===== config.mk =====
export PLATFORM = sky130hd
export DESIGN_NAME = vehicle_count_rx_flat
export DESIGN_NICKNAME = d
export VERILOG_FILES = /design/src/rtl/vehicle_count_rx_if.sv /design/src/rtl/vehicle_count_rx.sv /design/src/flat_wrapper.sv
export SDC_FILE = /design/constraint.sdc
export NUM_CORES = 1
export LEC_CHECK = 0
export CORE_MARGIN = 2
export CORE_UTILIZATION = 60
export CTS_CLUSTER_SIZE = 24
export DETAILED_ROUTE_END_ITERATION = 10
export PLACE_DENSITY = 0.88
export REMOVE_ABC_BUFFERS = 1
export SETUP_SLACK_MARGIN = 0.5
export SYNTH_ARGS = -nofsm -noshare
export SYNTH_HDL_FRONTEND = slang
export SYNTH_SLANG_ARGS = --single-unit
export TNS_END_PERCENT = 100

===== constraint.sdc =====
create_clock -name clk_50MHz -period 2.2 [get_ports clk_50MHz]
set_clock_uncertainty 0.1 [all_clocks]
set_input_delay 0.55 -clock clk_50MHz [delete_from_list [all_inputs] [get_ports clk_50MHz]]
set_output_delay 0.55 -clock clk_50MHz [all_outputs]
set_load 0.05 [all_outputs]

===== src/rtl/vehicle_count_rx_if.sv =====
// Bundle carrying the UART line into the count receiver and the
// lane counts / status back out to the traffic controller side.
interface vehicle_count_rx_if;
    logic       rx;
    logic [3:0] count1;
    logic [3:0] count2;
    logic       count_valid;
    logic       frame_err;

    // Receiver side: consumes the line, drives the counts.
    modport master (
        input  rx,
        output count1,
        output count2,
        output count_valid,
        output frame_err
    );

    // PC/controller side: drives the line, consumes the counts.
    modport slave (
        output rx,
        input  count1,
        input  count2,
        input  count_valid,
        input  frame_err
    );
endinterface


===== src/rtl/vehicle_count_rx.sv =====
// UART receiver + 4-byte frame parser that turns PC vehicle counts
// into stable lane counts, with a staleness watchdog.
module vehicle_count_rx #(
    parameter int CLKS_PER_BIT = 434,
    parameter int STALE_CYCLES = 50_000_000
) (
    input  logic                clk_50MHz,
    input  logic                reset,
    vehicle_count_rx_if.master  bus
);

    localparam int HALF = CLKS_PER_BIT / 2;
    localparam int CW   = $clog2(CLKS_PER_BIT);
    localparam int WW   = $clog2(STALE_CYCLES + 1);

    localparam logic [7:0] SYNC_BYTE = 8'hA5;

    typedef enum logic [1:0] {
        RX_IDLE,
        RX_START,
        RX_DATA,
        RX_STOP
    } rx_state_t;

    typedef enum logic [1:0] {
        P_HUNT,
        P_GOT_SYNC,
        P_GOT_C1,
        P_GOT_C2
    } p_state_t;

    // ---------------- synchronizer ----------------
    logic sync_q;
    logic rx_s;

    // Two flops bring the asynchronous line into the clock domain.
    always_ff @(posedge clk_50MHz or negedge reset) begin
        if (!reset) begin
            sync_q <= 1'b1;
            rx_s   <= 1'b1;
        end else begin
            sync_q <= bus.rx;
            rx_s   <= sync_q;
        end
    end

    // ---------------- receiver ----------------
    rx_state_t      rx_state;
    rx_state_t      rx_next;
    logic [CW-1:0]  clk_cnt;
    logic [CW-1:0]  clk_cnt_n;
    logic [2:0]     bit_idx;
    logic [2:0]     bit_idx_n;
    logic [7:0]     shift;
    logic [7:0]     shift_n;
    logic           byte_stb;
    logic           byte_stb_n;
    logic           rx_ferr;

    // Receiver state, bit timer, bit index, shift register, byte strobe.
    always_ff @(posedge clk_50MHz or negedge reset) begin
        if (!reset) begin
            rx_state <= RX_IDLE;
            clk_cnt  <= '0;
            bit_idx  <= '0;
            shift    <= '0;
            byte_stb <= 1'b0;
        end else begin
            rx_state <= rx_next;
            clk_cnt  <= clk_cnt_n;
            bit_idx  <= bit_idx_n;
            shift    <= shift_n;
            byte_stb <= byte_stb_n;
        end
    end

    // Receiver next state: half-bit start check, mid-bit data/stop samples.
    always_comb begin
        rx_next    = rx_state;
        clk_cnt_n  = clk_cnt + CW'(1);
        bit_idx_n  = bit_idx;
        shift_n    = shift;
        byte_stb_n = 1'b0;
        rx_ferr    = 1'b0;
        unique case (rx_state)
            RX_IDLE: begin
                clk_cnt_n = '0;
                if (!rx_s) begin
                    rx_next = RX_START;
                end
            end
            RX_START: begin
                if (clk_cnt == CW'(HALF - 1)) begin
                    clk_cnt_n = '0;
                    bit_idx_n = '0;
                    if (rx_s) begin
                        rx_next = RX_IDLE;
                    end else begin
                        rx_next = RX_DATA;
                    end
                end
            end
            RX_DATA: begin
                if (clk_cnt == CW'(CLKS_PER_BIT - 1)) begin
                    clk_cnt_n = '0;
                    shift_n   = {rx_s, shift[7:1]};
                    bit_idx_n = bit_idx + 3'd1;
                    if (bit_idx == 3'd7) begin
                        rx_next = RX_STOP;
                    end
                end
            end
            RX_STOP: begin
                if (clk_cnt == CW'(CLKS_PER_BIT - 1)) begin
                    clk_cnt_n = '0;
                    rx_next   = RX_IDLE;
                    if (rx_s) begin
                        byte_stb_n = 1'b1;
                    end else begin
                        rx_ferr = 1'b1;
                    end
                end
            end
            default: begin
                rx_next = RX_IDLE;
            end
        endcase
    end

    // ---------------- parser ----------------
    p_state_t    p_state;
    p_state_t    p_next;
    logic [3:0]  sh1;
    logic [3:0]  sh1_n;
    logic [3:0]  sh2;
    logic [3:0]  sh2_n;
    logic        commit;
    logic        perr;
    logic        bad;
    logic [7:0]  chk;

    assign chk = SYNC_BYTE ^ {4'h0, sh1} ^ {4'h0, sh2};

    // Parser state and the shadow counts of the frame in progress.
    always_ff @(posedge clk_50MHz or negedge reset) begin
        if (!reset) begin
            p_state <= P_HUNT;
            sh1     <= '0;
            sh2     <= '0;
        end else begin
            p_state <= p_next;
            sh1     <= sh1_n;
            sh2     <= sh2_n;
        end
    end

    // Parser next state: frame walk, checksum, resync on a stray sync byte.
    always_comb begin
        p_next = p_state;
        sh1_n  = sh1;
        sh2_n  = sh2;
        commit = 1'b0;
        perr   = 1'b0;
        bad    = 1'b0;
        if (rx_ferr) begin
            p_next = P_HUNT;
        end else if (byte_stb) begin
            unique case (p_state)
                P_HUNT: begin
                    if (shift == SYNC_BYTE) begin
                        p_next = P_GOT_SYNC;
                    end
                end
                P_GOT_SYNC: begin
                    if (shift[7:4] == 4'h0) begin
                        sh1_n  = shift[3:0];
                        p_next = P_GOT_C1;
                    end else begin
                        bad = 1'b1;
                    end
                end
                P_GOT_C1: begin
                    if (shift[7:4] == 4'h0) begin
                        sh2_n  = shift[3:0];
                        p_next = P_GOT_C2;
                    end else begin
                        bad = 1'b1;
                    end
                end
                P_GOT_C2: begin
                    if (shift == chk) begin
                        commit = 1'b1;
                        p_next = P_HUNT;
                    end else begin
                        bad = 1'b1;
                    end
                end
                default: begin
                    p_next = P_HUNT;
                end
            endcase
            if (bad) begin
                perr = 1'b1;
                if (shift == SYNC_BYTE) begin
                    p_next = P_GOT_SYNC;
                end else begin
                    p_next = P_HUNT;
                end
            end
        end
    end

    // ---------------- outputs and watchdog ----------------
    logic [3:0]    c1_q;
    logic [3:0]    c2_q;
    logic          valid_q;
    logic          ferr_q;
    logic [WW-1:0] wd;

    // Atomic commit of both counts; watchdog zeroes them when stale.
    always_ff @(posedge clk_50MHz or negedge reset) begin
        if (!reset) begin
            c1_q    <= '0;
            c2_q    <= '0;
            valid_q <= 1'b0;
            wd      <= '0;
        end else if (commit) begin
            c1_q    <= sh1;
            c2_q    <= sh2;
            valid_q <= 1'b1;
            wd      <= '0;
        end else if (valid_q) begin
            if (wd == WW'(STALE_CYCLES - 1)) begin
                c1_q    <= '0;
                c2_q    <= '0;
                valid_q <= 1'b0;
                wd      <= WW'(STALE_CYCLES);
            end else begin
                wd <= wd + WW'(1);
            end
        end
    end

    // One-cycle error pulse for framing or parser rejects.
    always_ff @(posedge clk_50MHz or negedge reset) begin
        if (!reset) begin
            ferr_q <= 1'b0;
        end else begin
            ferr_q <= rx_ferr | perr;
        end
    end

    assign bus.count1      = c1_q;
    assign bus.count2      = c2_q;
    assign bus.count_valid = valid_q;
    assign bus.frame_err   = ferr_q;

endmodule


===== src/flat_wrapper.sv =====
// flat-port wrapper written by rule: the top's interface ports become plain ports
module vehicle_count_rx_flat 
#(
    parameter int CLKS_PER_BIT = 434,
    parameter int STALE_CYCLES = 50_000_000
)
  (clk_50MHz, reset, bus_rx, bus_count1, bus_count2, bus_count_valid, bus_frame_err);
  vehicle_count_rx_if bus_i ();
  input  logic clk_50MHz;
  input  logic reset;
  input wire logic [$bits(bus_i.rx)-1:0] bus_rx;
  output wire logic [$bits(bus_i.count1)-1:0] bus_count1;
  output wire logic [$bits(bus_i.count2)-1:0] bus_count2;
  output wire logic [$bits(bus_i.count_valid)-1:0] bus_count_valid;
  output wire logic [$bits(bus_i.frame_err)-1:0] bus_frame_err;
  assign bus_i.rx = bus_rx;
  assign bus_count1 = bus_i.count1;
  assign bus_count2 = bus_i.count2;
  assign bus_count_valid = bus_i.count_valid;
  assign bus_frame_err = bus_i.frame_err;
  vehicle_count_rx #(.CLKS_PER_BIT(CLKS_PER_BIT), .STALE_CYCLES(STALE_CYCLES)) u_core (.clk_50MHz(clk_50MHz), .reset(reset), .bus(bus_i));
endmodule

== Word-level counts from Yosys, hierarchy flattened ==
Index checks and enable logic that the tools add are counted.

* Flip-flop bits (word level): 71
* Latch bits: 0
* Bits in writable memories: 0
* Memory bits (read-only): 0
* Bits of input ports: 3
* Output and inout port bits: 10
* Word-level logic and storage cells: 109
* Memories: 0

* Add/subtract/negate cells: 3
* Multipliers: 0
* Divide/modulo/power cells: 0
* Magnitude comparators: 0
* Eq/ne operators: 21
* Shift-type cells: 0
* Mux-type cells: 50
* Bitwise operators: 4
* Reductions and logical operators: 16

{| class="wikitable"
|+ Operators by type and width
! kind !! number
|-
| $mux W26 || 3
|-
| $pmux W9 S3 || 1
|-
| $add A26 B1 Y26 const B || 1
|-
| $eq A26 B26 Y1 const B || 1
|-
| $mux W2 || 13
|-
| $mux W1 || 21
|-
| $mux W9 || 2
|-
| $mux W4 || 4
|-
| $ne A4 B1 Y1 const B || 4
|-
| $pmux W2 S4 || 2
|-
| $reduce_and A5 Y1 || 2
|-
| $add A9 B1 Y9 const B || 1
|-
| $eq A9 B8 Y1 const B || 1
|-
| $eq A9 B9 Y1 const B || 1
|-
| $eq A2 B2 Y1 const B || 4
|-
| $eq A8 B8 Y1 || 1
|-
| $eq A8 B8 Y1 const B || 1
|-
| $ne A2 B1 Y1 const B || 4
|-
| $reduce_and A4 Y1 || 2
|-
| $reduce_bool A2 Y1 || 4
|-
| $xor A8 B4 Y8 || 1
|-
| $mux W3 || 2
|-
| $pmux W3 S2 || 1
|-
| $eq A2 B1 Y1 const B || 2
|-
| other kinds (12) || 15
|}

== Depth between registers and ports, before layout ==
Gate-level depths: netlist of the first run.

* Depth in word-level cells: 11
* Mapped depth: 10
* Mapped depth without buffers: 8

== Worst setup path before layout of the first run ==
OpenSTA, ideal clock, no wires.

* Path type: reg-to-reg
* Start: reg u_core.wd[0]
* End: reg u_core.valid_q, in the netlist u_core.bus.count_valid
* Library setup time: 127 ps
* Arrival: 1754 ps
* Required time: 1973 ps
* Slack: 218 ps
* Stages on the path, launching flop included: 7
* Buffers on the path: 0
* Period minus slack after synthesis: 1982 ps
* Cells stage by stage: dfrtp_1 -> ha_1 -> nand4_1 -> nor4_2 -> nand2_1 -> and2_1 -> or2_2

* Longest elaborated chain between the ends: 4

{| class="wikitable"
|+ Ends and longest elaborated chain
! element !! RTL line !! source
|-
| start: declaration || vehicle_count_rx.sv:218 || <nowiki>logic [WW-1:0] wd;</nowiki>
|-
| start signal: assignment || vehicle_count_rx.sv:237 || <nowiki>wd <= WW'(STALE_CYCLES);</nowiki>
|-
| start signal: assignment || vehicle_count_rx.sv:239 || <nowiki>wd <= wd + WW'(1);</nowiki>
|-
| $eq A26 B26 Y1 || vehicle_count_rx.sv:233 || <nowiki>if (wd == WW'(STALE_CYCLES - 1)) begin</nowiki>
|-
| $mux W1 || vehicle_count_rx.sv:233 ||
|-
| $mux W1 || vehicle_count_rx.sv:232 || <nowiki>end else if (valid_q) begin</nowiki>
|-
| $mux W1 || vehicle_count_rx.sv:227 || <nowiki>end else if (commit) begin</nowiki>
|-
| end signal: assignment || vehicle_count_rx.sv:225 || <nowiki>valid_q <= 1'b0;</nowiki>
|-
| end signal: assignment || vehicle_count_rx.sv:230 || <nowiki>valid_q <= 1'b1;</nowiki>
|-
| end signal: assignment || vehicle_count_rx.sv:236 || <nowiki>valid_q <= 1'b0;</nowiki>
|-
| end: declaration || vehicle_count_rx.sv:216 || <nowiki>logic valid_q;</nowiki>
|}

Every way passes these cells.
A chain may end at the register's enable or synchronous reset.

== Worst setup path after layout of the first run ==
* Start: reg u_core.sh2[0]
* End: reg u_core.p_state[0]

* Longest elaborated chain between the ends: 9
* Elaborated cells on any way between the ends: 14
* Those cells by class: 5 x eq/ne; 7 x mux; 1 x bitwise; 1 x reduce/logical

{| class="wikitable"
|+ Ends and longest elaborated chain
! element !! RTL line !! source
|-
| start: declaration || vehicle_count_rx.sv:135 || <nowiki>logic [3:0] sh2;</nowiki>
|-
| start signal: assignment || vehicle_count_rx.sv:153 || <nowiki>sh2 <= sh2_n;</nowiki>
|-
| $xor A8 B4 Y8 (*) || vehicle_count_rx.sv:142 || <nowiki>assign chk = SYNC_BYTE ^ {4'h0, sh1} ^ {4'h0, sh2};</nowiki>
|-
| $eq A8 B8 Y1 (*) || vehicle_count_rx.sv:191 || <nowiki>if (shift == chk) begin</nowiki>
|-
| branches (longest 7 deep; another with $reduce_and A5 Y1) || - ||
|-
| end signal: assignment || vehicle_count_rx.sv:151 || <nowiki>p_state <= p_next;</nowiki>
|-
| end: declaration || vehicle_count_rx.sv:131 || <nowiki>p_state_t p_state;</nowiki>
|}

Every way passes the cells marked *. The select of a mux whose other input is x is not followed.

==> results of run 1 <==
report_power, final:
part	internal, µW	switching (µW)
Clock	559	600
Combinational	7.25	25.9
Sequential	1310	2.24
cell families after synthesis:
family	count (synthesis)	synth area share (%)
AOI/OAI and AO/OA	63	10.9
xor gates and xnor gates	14	4.59
adders and majority gates	16	5.14
buffers and inverters	25	3.37
DFF	71	45.7
muxes	24	6.75
and+or+nand+nor	169	23.6
metal layers:
metal  vias to the layer above  global-route usage [%]  wire (µm)
li1                       1522                       -          -
met1                      1862                    32.7       4680
met2                       242                    49.1       7060
met3                        77                    5.60        940
met4                         0                    16.3        723
met5                         -                       0          0
synth_stat cells, drive strengths merged, types with 4 or more instances:
cell	number	share of area, %
dfrtp	69	44
nand2	42	4.0
nor2	39	3.8
nor3	22	3.2
o21ai	22	2.8
a21oi	18	2.3
mux2	18	5.2
nand3	17	2.2
ha	16	5.1
inv	12	1.2
buf	7	1.6
nand4	7	1.1
and3	6	0.96
clkbuf	6	0.61
mux2i	6	1.5
nor4	6	1.9
xor2	6	1.3
a22o	5	1.1
nand2b	4	0.64
xnor2	4	0.90
registers in the layout, summed over array words and instances (netlist names), named ones only:
name,flops
u_core.rx_s,1
u_core.p_state,2
u_core.bus.count_valid,1
u_core.sh1,4
u_core.sync_q,1
u_core.sh2,4
u_core.bit_idx,3
u_core.bus.frame_err,1
u_core.bus.count1,4
u_core.bus.count2,4
u_core.shift,8
u_core.rx_state,1
u_core.wd,26
u_core.clk_cnt,9
u_core.byte_stb,1
stage by stage:
| stage | worst slack [ns] | area, µm² |
|---|---|---|
| 3_3_place_gp | 0.122 | 4170 |
| 6_report | -0.0188 | 5410 |
| 5_1_grt | -0.0676 | 5410 |
| 2_1_floorplan | -0.174 | 3810 |
| 4_1_cts | 0.183 | 4710 |
| 3_5_place_dp | 0.0126 | 4170 |
final cells by class:
type	count	area share [%]
well taps	77	1.78
clock buffers	10	2.55
flip-flops and latches	71	33.1
clock inverters	6	1.25
multi-input cells	286	45.2
repair buffers	82	15.3
inverters	12	0.833
layout by cell type, fill, tap and decap left out, drive strengths merged, types with 5 or more instances in the layout:
cell,n
nand2,42
nor3,22
dfrtp,69
nand3,17
nand4,7
xor2,6
nor2,39
o21ai,22
ha,16
buf,74
and3,6
inv,13
mux2i,6
a22o,5
clkbuf,16
nor4,6
a21oi,18
mux2,18
worst register-to-register path: cells and delay by family (launching register included):
| kind | cells | cell delay (ns) |
|---|---|---|
| AOI/OAI and AO/OA | 2 | 0.48 |
| xor gates and xnor gates | 1 | 0.47 |
| muxes | 1 | 0.25 |
| and+or+nand+nor | 2 | 0.37 |
| DFF | 1 | 0.42 |
worst min path at each step:
stage / slack (ns) / cells past startpoint / to
CTS: 0.12 / 2 / u_core.wd[21]$_DFFE_PN0P_
floorplan: 0.15 / 0 / async pin
global route: 0.12 / 2 / u_core.bus.count2[2]$_DFFE_PN0P_
finish: 0.08 / 2 / u_core.wd[21]$_DFFE_PN0P_
global placement: 0.25 / 0 / u_core.rx_s$_DFF_PN1_
detailed placement: 0.25 / 0 / u_core.rx_s$_DFF_PN1_
timing repair:
item / in CTS / in global routing
buffers inserted: 23 / 24
endpoints found under the setup margin: 78 / 71
cloned: 1 / 6
resized for setup: 83 / 115
pin swaps: 19 / 49
==> flow_summary.toml, run 1 <==
[run_status]
outcome = "finished with violations"
violations = "setup timing"

[synthesis]
ys_ff_latch = 71
syn_inst = 382
synth-seq-area-share_pct = 45.7
synth_area_um2 = 3890
synthArstFlopShare_pct = 100
yosysUniqueCellTypes = 59
synth_ff_type = "dfrtp_1"
synth_edf_count = 0
yosys_warnings = 0
avgSynthCellArea_um2 = 10.2

[final_layout]
layout.nets = 481
fillers = 272
final_cells = 544
area_growth_pct = 38.8
antenna_cells = 0
final_util_pct = 85.6
seq_area_um2 = 1790
multiInputGateArea_um2 = 2440
layout-drive-gt1-share_pct = 47.3

[route]
wl_um = 13400
vias_per_cell = 6.81
num_vias = 3703
first_pass_iters = 5
drc = 0
antenna_left = 0
wl_per_cell_um = 24.6
first_iter_violations = 335

[timing]
setup_viol = 1
tightest_slew_ns = 0.544
max_freq_mhz = 451
fin_setup_tns_ns = -0.0188
setup_slack_ns = -0.0188
relSlewSlack_pct = 63.4
slew_violations = 0
period_share_pct = 101
whs_ns = 0.0791
hold_viol_final = 0
min_period_ns = 2.22
rsz0062_at_grt = "yes"

[worst_setup_path]
rrSetupSlack_ns = -0.02
slowest_stage = "xnor3_1"
crit_fanout = 3
cp-start-kind = "register"
ff2ff_path_depth = 6
cp_num_buf_inv = 0
endpoint_kind = "register"
r2r-end = "u_core.p_state[0]$_DFFE_PN0P_"
crit_path_max_incr_delay_ns = 0.47
required_ns = 2.36
cp-startpoint = "u_core.sh2[0]$_DFFE_PN0P_"
worstSetupPathType = "reg -> reg"
worst_ep_arrival_time_ns = 2.38
timing.rr.start = "u_core.sh2[0]$_DFFE_PN0P_"
critPathCapture = "u_core.p_state[0]$_DFFE_PN0P_"
path_cells = "xnor3_1 -> nor3_4 -> a311oi_4 -> o31ai_4 -> mux2i_1 -> nor2_1"
crit_cells = 6
critical_path.top_delay_family = "compound AO/OA/AOI/OAI gates"

[floorplanning]
ios = 13
design.core.area_um2 = 6310
initial_core_util_pct = 61.7
die_height_um = 84.6
std_cell_rows = 29
die_area_um2 = 7150
dieWidth_um = 84.6

[clocking]
cts_tree = "built"
insertion_delay_ns = 0.37
path_clk_slew_ns = 0.10
numCtsBuffers = 9
h-tree-depth = 3
cts_hold_buf = 0
clockRootBuffer = "clkbuf_8"
clock_path_buffers = 2
cts_sinks = 71

[power_and_ir_drop]
vdd_ir_drop_max_v = 0.000442
total_power_uw = 2500
p_per_area_nw_per_um2 = 463
leakage_uw = 0.00248

[hold_path]
hold_class = "in -> async"

[placed_design]
dpl.hpwl_um = 5480
numPortBuffers = 12
dp_cells = 474
place.gp.congestion = 0.888

[grt]
grt_usage_pct = 28.4
grt_pass1_wl_um = 15900
grt_max_degree = 72
grt_pass1_vias = 3399
antenna_found_initial = 0
grt_overflow_total = 0

[flow_run]
maxCapViolations = 0
No activity file was read; power rests on OpenSTA's default activity.
==> inputs of run 2 (changes only) <==
==> constraint.sdc (replaced) <==
create_clock -name clk_50MHz -period 2.2 [get_ports clk_50MHz]
set_clock_uncertainty 0.1 [all_clocks]
set_input_delay 0.44 -clock clk_50MHz [delete_from_list [all_inputs] [get_ports clk_50MHz]]
set_output_delay 0.44 -clock clk_50MHz [all_outputs]
set_load 0.05 [all_outputs]
==> flow_summary.toml, run 2 (synthesis results as in run 1) <==
[run_status]
outcome = "finished with violations"
violations = "hold timing, setup timing"

[final_layout]
final_common_cell = "dfrtp_1"
final_util_pct = 86.3
layout.nets = 477
reg_top3 = "u_core.wd (26), u_core.clk_cnt (9), u_core.shift (8)"
antenna_cells = 0
layout-drive-gt1-share_pct = 47.5
largest_register = "u_core.wd"
area_growth_pct = 40.0
largest_register_ffs = 26
fillers = 252
final_cell_mix = "dfrtp_1, buf_4, nand2_1"

[clocking]
insertion_delay_ns = 0.37
cts_sinks = 71
cts_hold_buf = 0
path_clk_slew_ns = 0.10
numCtsBuffers = 9
clockRootBuffer = "clkbuf_8"
clock_path_buffers = 2
cts_tree = "built"
h-tree-depth = 3

[worst_setup_path]
required_ns = 2.39
crit_fanout = 6
ff2ff_path_depth = 7
timing.rr.start = "u_core.sh1[0]$_DFFE_PN0P_"
endpoint_kind = "register"
worstSetupPathType = "reg -> reg"
rrSetupSlack_ns = -0.01
cp-start-kind = "register"
worst_ep_arrival_time_ns = 2.40
slowest_stage = "dfrtp_1"
crit_path_max_incr_delay_ns = 0.45
path_cells = "xnor3_1 -> nor3_4 -> and4_4 -> buf_6 -> clkbuf_16 -> nand2_2 -> o21ai_1"
r2r-end = "u_core.bus.count1[0]$_DFFE_PN0P_"

[floorplanning]
die_area_um2 = 7150
initial_core_util_pct = 61.7
ios = 13
die_height_um = 84.6
dieWidth_um = 84.6
std_cell_rows = 29
design.core.area_um2 = 6310

[placed_design]
numPortBuffers = 12
place.gp.congestion = 0.888
dpl.hpwl_um = 5480

[timing]
whs_ns = -0.0172
hold_viol_final = 13
min_period_ns = 2.21
fin_setup_tns_ns = -0.0430
tightest_slew_ns = 0.526
max_freq_mhz = 452
rsz0062_at_grt = "yes"
slew_violations = 0
setup_slack_ns = -0.0105
period_share_pct = 100
relSlewSlack_pct = 64.4
setup_viol = 7

[grt]
grt_overflow_total = 0
grt_pass1_vias = 3348
antenna_found_initial = 0
grt_usage_pct = 27.7
grt_pass1_wl_um = 15600
grt_max_degree = 72

[route]
antenna_left = 0
first_iter_violations = 314
drc = 0
first_pass_iters = 5
wl_per_cell_um = 24.5
num_vias = 3645
wl_um = 13200
vias_per_cell = 6.75

[power_and_ir_drop]
vdd_ir_drop_max_v = 0.000420
leakage_uw = 0.00238
total_power_uw = 2480
p_per_area_nw_per_um2 = 454

[flow_run]
maxCapViolations = 0

[hold_path]
hold_class = "in -> async"
-- run 2: critical path: cells and delay by family (launching register included) --
family	cells	cell delay (ns)
flops	1	0.45
buf+inv	2	0.27
xor+xnor	1	0.45
simple gates	3	0.78
compound gates	1	0.08
-- run 2: repair_timing --
| action | in CTS | in global routing |
|---|---|---|
| gates resized for setup | 67 | 120 |
| pin swaps | 19 | 47 |
| cloned | 0 | 7 |
| buffers inserted | 20 | 23 |
| endpoints found under the setup margin | 78 | 71 |
-- run 2: layer usage --
metal  wire, µm  vias to the layer above  part of all wire, %  GRT usage, %
met3       1030                       81                  7.8          5.70
met2       6850                      281                   52          48.0
met4        821                        0                  6.2          15.6
li1           -                     1518                    -             -
met1       4540                     1765                   34          32.0
met5          0                        -                    0             0
-- run 2: worst max path at each step --
stage | start | end | slack [ns] | cells past startpoint
after floorplan | u_core.sh2[3]$_DFFE_PN0P_ | u_core.wd[14]$_DFFE_PN0P_ | -0.17 | 5
after global placement | u_core.p_state[0]$_DFFE_PN0P_ | u_core.p_state[0]$_DFFE_PN0P_ | 0.12 | 8
after detailed placement | u_core.p_state[0]$_DFFE_PN0P_ | u_core.p_state[0]$_DFFE_PN0P_ | 0.01 | 8
after CTS | u_core.shift[0]$_DFFE_PN0P_ | u_core.p_state[1]$_DFFE_PN0P_ | 0.18 | 6
after global routing | u_core.sh1[0]$_DFFE_PN0P_ | u_core.p_state[1]$_DFFE_PN0P_ | -0.06 | 6
final | u_core.sh1[0]$_DFFE_PN0P_ | u_core.bus.count1[0]$_DFFE_PN0P_ | -0.01 | 7
-- run 2: stage by stage --
| stage | cells | cell area (µm²) | hold WS (ns) | setup WS, ns |
|---|---|---|---|---|
| 2_1_floorplan | 369 | 3810 | 0.0444 | -0.174 |
| 3_5_place_dp | 474 | 4170 | 0.249 | 0.0126 |
| 4_1_cts | 510 | 4700 | 0.0102 | 0.183 |
| 6_report | 540 | 5450 | -0.0172 | -0.0105 |
| 5_1_grt | 540 | 5450 | 0.0133 | -0.0628 |
| 3_3_place_gp | 474 | 4170 | 0.247 | 0.122 |
-- run 2: layout make-up --
type                    instances  area (µm²)  area share [%]
flip-flops and latches         71        1790            32.8
multi-input cells             286        2480            45.5
clock inverters                 6        67.6            1.24
inverters                      12        45.0           0.826
well taps                      77        96.3            1.77
clock buffers                  10         138            2.52
repair buffers                 78         837            15.4
-- run 2: power breakdown --
part | total [µW] | internal, µW | leakage [µW] | switching [µW]
logic | 32.9 | 7.23 | 0.00132 | 25.7
registers | 1310 | 1310 | 0.000962 | 1.80
clock network | 1140 | 559 | 0.0000989 | 577
total | 2480 | 1870 | 0.00238 | 604
